$ cat src/rtl/sort_host.sv
// Host-side controller for the 8-entry selection sorter: load a batch, start, read it back sorted.
// Optional sorter-wait timeout enabled by defining SORT_HOST_TIMEOUT_EN.
module sort_host #(
  parameter int unsigned DW      = 8,
  parameter int unsigned AW      = 3,
  parameter int unsigned TIMEOUT = 255
) (
  input  logic          clk,
  input  logic          nrst,
  input  logic [DW-1:0] in_data,
  input  logic          in_valid,
  output logic          in_ready,
  output logic [DW-1:0] out_data,
  output logic          out_valid,
  input  logic          out_ready,
  output logic          out_last,
  output logic [DW-1:0] srt_datain,
  output logic [AW-1:0] srt_addr,
  output logic          srt_wr,
  output logic          srt_start,
  input  logic [DW-1:0] srt_dataout,
  input  logic          srt_ready,
  output logic          busy,
  output logic          err
);

  typedef enum logic [2:0] {
    S_LOAD,
    S_START,
    S_WAIT_LO,
    S_WAIT_HI,
    S_RD_ADDR,
    S_RD_CAP,
    S_OUT
  } state_e;

  localparam logic [AW-1:0] K_LAST = {AW{1'b1}};

  state_e        state_q, state_d;
  logic [AW-1:0] k_q, k_d;
  logic [AW-1:0] addr_q, addr_d;
  logic [DW-1:0] out_data_q, out_data_d;
  logic          out_valid_q, out_valid_d;
  logic          out_last_q, out_last_d;

`ifdef SORT_HOST_TIMEOUT_EN
  localparam int unsigned CW = (TIMEOUT < 1) ? 1 : $clog2(TIMEOUT + 1);
  logic [CW-1:0] cnt_q, cnt_d;
`else
  logic unused_timeout;
  assign unused_timeout = ^TIMEOUT;
`endif

  assign srt_datain = in_data;
  assign out_data   = out_data_q;
  assign out_valid  = out_valid_q;
  assign out_last   = out_last_q;
  assign busy       = (state_q != S_LOAD);

  // Next-state, sorter port and stream handshakes
  always_comb begin
    state_d    = state_q;
    k_d        = k_q;
    out_data_d = out_data_q;
    in_ready   = 1'b0;
    srt_wr     = 1'b0;
    srt_start  = 1'b0;
    srt_addr   = addr_q;
    err        = 1'b0;
`ifdef SORT_HOST_TIMEOUT_EN
    cnt_d      = '0;
`endif

    case (state_q)
      S_LOAD: begin
        in_ready = srt_ready;
        srt_addr = k_q;
        if (in_valid && srt_ready) begin
          srt_wr = 1'b1;
          k_d    = k_q + AW'(1);
          if (k_q == K_LAST) state_d = S_START;
        end
      end
      S_START: begin
        if (srt_ready) begin
          srt_start = 1'b1;
          state_d   = S_WAIT_LO;
        end
      end
      // Wait for ready to fall first so a stale high ready is never taken as done
      S_WAIT_LO: if (!srt_ready) state_d = S_WAIT_HI;
      S_WAIT_HI: if (srt_ready) state_d = S_RD_ADDR;
      S_RD_ADDR: begin
        srt_addr = k_q;
        state_d  = S_RD_CAP;
      end
      S_RD_CAP: begin
        out_data_d = srt_dataout;
        state_d    = S_OUT;
      end
      S_OUT: begin
        if (out_ready) begin
          if (k_q == K_LAST) begin
            k_d     = '0;
            state_d = S_LOAD;
          end else begin
            k_d     = k_q + AW'(1);
            state_d = S_RD_ADDR;
          end
        end
      end
      default: begin
        k_d     = '0;
        state_d = S_LOAD;
      end
    endcase

`ifdef SORT_HOST_TIMEOUT_EN
    // Counter is zero on WAIT_LO entry and counts every cycle spent waiting
    if (state_q == S_WAIT_LO || state_q == S_WAIT_HI) begin
      cnt_d = cnt_q + CW'(1);
      if (cnt_q == CW'(TIMEOUT)) begin
        err     = 1'b1;
        k_d     = '0;
        state_d = S_LOAD;
      end
    end
`endif

    out_valid_d = (state_d == S_OUT);
    out_last_d  = (state_d == S_OUT) && (k_d == K_LAST);
    addr_d      = srt_addr;
  end

  always_ff @(posedge clk or negedge nrst) begin
    if (!nrst) begin
      state_q     <= S_LOAD;
      k_q         <= '0;
      addr_q      <= '0;
      out_data_q  <= '0;
      out_valid_q <= 1'b0;
      out_last_q  <= 1'b0;
`ifdef SORT_HOST_TIMEOUT_EN
      cnt_q       <= '0;
`endif
    end else begin
      state_q     <= state_d;
      k_q         <= k_d;
      addr_q      <= addr_d;
      out_data_q  <= out_data_d;
      out_valid_q <= out_valid_d;
      out_last_q  <= out_last_d;
`ifdef SORT_HOST_TIMEOUT_EN
      cnt_q       <= cnt_d;
`endif
    end
  end

endmodule

$ cat config.mk
export PLATFORM = sky130hd
export DESIGN_NAME = sort_host
export DESIGN_NICKNAME = d
export VERILOG_FILES = /design/src/rtl/sort_host.sv
export SDC_FILE = /design/constraint.sdc
export NUM_CORES = 1
export LEC_CHECK = 0
export ABC_AREA = 1
export CAP_MARGIN = 20
export CORE_MARGIN = 2
export CORE_UTILIZATION = 40
export DETAILED_ROUTE_END_ITERATION = 12
export PLACE_DENSITY = 0.89
export SLEW_MARGIN = 20
export SYNTH_ARGS = -nofsm -noshare
export SYNTH_HDL_FRONTEND = slang
export SYNTH_SLANG_ARGS = --single-unit
$ cat constraint.sdc
create_clock -name clk -period 1.8 [get_ports clk]
set_input_delay 0.27 -clock clk [delete_from_list [all_inputs] [get_ports clk]]
set_output_delay 0.27 -clock clk [all_outputs]
set_load 0.01 [all_outputs]
[Word level (Yosys, flattened, before mapping)]
Cells that the tools add are included.
Operators by class
  add/sub/neg operators: 1
  equal/unequal tests: 9
  mux-type cells: 18
  reductions and logical operators: 6
Operator list (number)
  two-way mux 3 bit: 11
  case mux 3 bit (7 select lines): 1
  == test 3 bit, second input constant: 6
  case mux 3 bit (3 select lines): 1
  == test 3 x 2 -> 1 bit, second input constant: 2
  two-way mux 1 bit: 5
  OR reduction 5 bit: 1
  adder 3 x 1 -> 3 bit, second input constant: 1
  == test 3 x 1 -> 1 bit, second input constant: 1
  zero test 3 bit: 1
  nonzero test 3 bit: 1
  logical AND 1 bit: 2
  OR reduction 2 bit: 1
Storage, ports and cells
  bits in registers: 19
  input port bits: 21
  output and inout port bits: 26
  word-level logic and storage cells: 40

[Longest topological paths before layout]
  depth in word-level cells: 6
  mapped depth: 9
  mapped depth without buffers: 9

[Worst setup path before layout]
No wires, ideal clock.
  path type: flip-flop to flip-flop
  start point: reg k_q[0]
  end point: reg out_last_q, in the netlist out_last
  setup time: 0.114 ns
  arrival time: 1.187 ns
  required time: 1.686 ns
  slack: 0.499 ns
  stages on the path, launching flop included: 9
  path buffers: 0
  clock period less this slack: 1.301 ns
  cells stage by stage: dfrtp_1 -> ha_1 -> ha_1 -> inv_1 -> nand2_1 -> nand3_1 -> nand3_1 -> nand2_1 -> nor2_1
On the way
  longest elaborated chain between the ends: 6
  elaborated cells between the ends (all ways): 14
  those cells by class: add/sub: 1; eq/ne: 3; mux: 9; reduce/logical: 1
Ends and longest elaborated chain
  start, declared: line 40  | logic [AW-1:0] k_q, k_d;
  start signal, assigned: line 148  | k_q <= k_d;
  adder 3 x 1 -> 3 bit / == test 3 bit (equally long branches): line 80, 107, 103
  two-way mux 3 bit: line 103  | if (k_q == K_LAST) begin
  two-way mux 3 bit: line 102  | if (out_ready) begin
  case mux 3 bit (3 select lines) (*): line 74  | case (state_q)
  via k_d[2]: line 40
  == test 3 bit (*): line 131  | out_last_d = (state_d == S_OUT) && (k_d == K_LAST);
  logical AND 1 bit (*): line 131
  via out_last_d: line 44  | logic out_last_q, out_last_d;
  end signal, assigned: line 152  | out_last_q <= out_last_d;
  end, declared: line 44
The timed path passes the listed nets; every way through them passes the cells marked *.
A chain may end at the register's enable or synchronous reset.

[Worst setup path in the final report]
  start point: reg state_q[1]
  end point: out srt_addr[0]
On the way
  longest elaborated chain between the ends: 3
  elaborated cells between the ends (all ways): 4
  those cells by class: eq/ne: 1; mux: 1; reduce/logical: 2
Ends and longest elaborated chain
  start, declared: line 39  | state_e state_q, state_d;
  start signal, assigned: line 147  | state_q <= state_d;
  == test 3 bit / zero test 3 bit (equally long branches): line 74
  OR reduction 2 bit (no line) (*)
  two-way mux 3 bit (*): line 74
  end, declared: line 18  | output logic [AW-1:0] srt_addr,
Mark *: on every way between the ends. The rest lies on a longest branch, timed or not.

==> impl_metrics.tcl <==
set metrics [dict create \
    status "completed" \
    skew_ns 0.00204 \
    grt_pass1_vias 907 \
    cap_violations 0 \
    die_width_um 54.2 \
    power.switching_mw 0.904 \
    synthDistinctLibCells 21 \
    max_freq_mhz 593 \
    drive_above_1_share_pct 13.8 \
    p_seq_share_pct 33.8 \
    worstPathArrival_ns 1.42 \
    ys_seq_area_share_pct 47.3 \
    coreArea_mm2 0.00243 \
    n_fill_cell 217 \
    synthesis.nets 149 \
    final_cell_area_mm2 0.00137 \
    syn_to_final_growth_pct 35.7 \
    p_clk_share_pct 9.6 \
    overflow 0 \
    switching_share_pct 41.4 \
    max-vdd-ir-drop_mv 0.837 \
    yosys_warnings 0 \
    hpwl_um 1910 \
    pwr_density_cell_mw_per_mm2 1600 \
    cts_tree "built" \
    grt_pass1_wl_um 3800 \
    drtIter0Drc 16 \
    required_ns 1.53 \
    start_kind "flop" \
    ys_ff_latch 19 \
    synth.cell_area_mm2 0.00101 \
    cp_max_fo 7 \
    initial_core_util_pct 41.4 \
    h-tree-depth 1 \
    drv_slew 0 \
    cts_buffer_depth 2 \
    crit_path_end_kind "output port" \
    clockRootBuffer "clkbuf_4" \
    vias 934 \
    die_y_um 54.2 \
    grt_start_max_net_pins 20 \
    wirelength_um 2410 \
    fin_tns_setup_ns 0 \
    ant_nets 0 \
    via_per_inst 4.92 \
    critPathKind "flop to output port" \
    final_cell_mix "45 x nand2_1, 22 x clkdlybuf4s50_1, 19 x dfrtp_1" \
    antenna_cells 0 \
    design.die.area_mm2 0.00293 \
    io_buffers 29 \
    antenna_found_initial 0 \
    hold_class "input port to async pin" \
    power_frac_comb_pct 56.6 \
    wl_per_cell_um 12.7 \
    clkSlewWorstSetupHoldPaths_ns 0.10 \
    place_area_mm2 0.00132 \
    power_mw 2.18 \
    drc 0 \
    drtPass1Iterations 4 \
    synth_cells 126 \
    syn_area_per_cell_um2 7.98 \
    rsz0062_at_grt "no" \
    final_common_cell "nand2_1" \
    fin_crit_ns 1.69 \
    setup_viol 0 \
    p_leak_nw 0.698 \
    ios 47 \
    finalHoldViolCount 0 \
    hold_ws_ns 0.298 \
    p_int_mw 1.28 \
    globalplace.congestion 0.803 \
    cts_sinks 19 \
    cts_made_buffers 3 \
    clk_latency_ns 0.30 \
    grtUsageTotal_pct 18.4 \
    nets 184 \
    finalCritPeriodShare_pct 93.7 \
    rows 18 \
]
-- layout make-up --
type	count	area, µm²	area share, %
flip-flops and latches	19	475	34.8
repair buffers	40	368	26.9
inverters	14	55.1	4.03
clock buffers	4	26.3	1.92
well taps	30	37.5	2.75
multi-input cells	83	403	29.5
-- repair_timing --
action	in CTS	in global routing
cloned	0	0
setup endpoints to repair	6	2
setup buffers	3	0
resized for setup	8	2
hold buffers	0	0
-- state kept, by name, indices dropped and copies added (netlist names) --
name and count:
out_last 1, k_q 3, state_q 3, addr_q 3, out_valid 1, out_data 8
-- per-layer routing --
metal / global-route usage, % / wire (µm) / share of wire (%) / up-vias
met1: 18.3 / 956 / 40 / 434
met2: 34.5 / 1190 / 50 / 34
met5: 0 / 0 / 0 / -
li1: - / - / - / 459
met3: 5.28 / 218 / 9.1 / 7
met4: 8.33 / 38 / 1.6 / 0
-- path summary, 6_finish.rpt --
kind                                         start                       to  slack, ns  cells after the start
max reg2reg                       k_q[0]$_DFF_PN0_       out_last$_DFF_PN0_       0.29                      7
max                           state_q[1]$_DFF_PN0_              srt_addr[0]       0.11                      4
max in group asynchronous                     nrst      out_valid$_DFF_PN0_       1.31                      2
min                                           nrst      addr_q[0]$_DFF_PN0_       0.30                      2
min in group clk           out_data[6]$_DFFE_PN0P_  out_data[6]$_DFFE_PN0P_       0.48                      2
min reg2reg                out_data[6]$_DFFE_PN0P_  out_data[6]$_DFFE_PN0P_       0.48                      2
-- cell families (layout without fill, tap and decap cells) --
| family | after synthesis | count (layout) | share of synthesized area (%) |
|---|---|---|---|
| simple gates | 71 | 71 | 31.1 |
| buf+inv | 24 | 58 | 13.3 |
| flops | 19 | 19 | 47.3 |
| compound gates | 9 | 9 | 5.47 |
| fa+ha+maj | 2 | 2 | 2.49 |
| other cells | 1 | 1 | 0.373 |
-- worst max-delay path, cell delays in order (launching register included) --
cell and delay [ns]:
dfrtp_1 0.42, inv_1 0.08, nand2_2 0.10, o21ai_0 0.21, dlygate4sd2_1 0.31
-- cell usage after synthesis (all sizes together) --
master  count  share of area [%]
nor2        7                2.9
o311ai      1               0.87
ha          2                2.5
o221ai      1               0.87
o211ai      1               0.75
nand3      14                7.0
dfrtp      19                 47
o21ai       6                3.0
inv        14                5.5
nor4        1               0.62
conb        1               0.37
nand2      47                 19
nor3        2                2.1
buf        10                7.8
-- power by group through the flow --
stage / clock network, mW / logic (mW) / registers [mW]
after floorplan: 0 / 0.619 / 0.781
after global placement: 0 / 1.14 / 0.752
after detailed placement: 0 / 1.21 / 0.762
after CTS: 0.216 / 1.23 / 0.736
after global routing: 0.230 / 1.36 / 0.758
final: 0.209 / 1.24 / 0.739
-- stage by stage --
| stage | worst slack, ns | instances | utilization (%) |
|---|---|---|---|
| finish | 0.113 | 190 | 56.1 |
| global route | 0.0102 | 190 | 56.1 |
| CTS | 0.0613 | 190 | 55.8 |
| detailed placement | -0.122 | 183 | 54.1 |
| global placement | -0.0539 | 183 | 54.1 |
| floorplan | 0.499 | 126 | - |
Power figures use the tool's default switching activity.
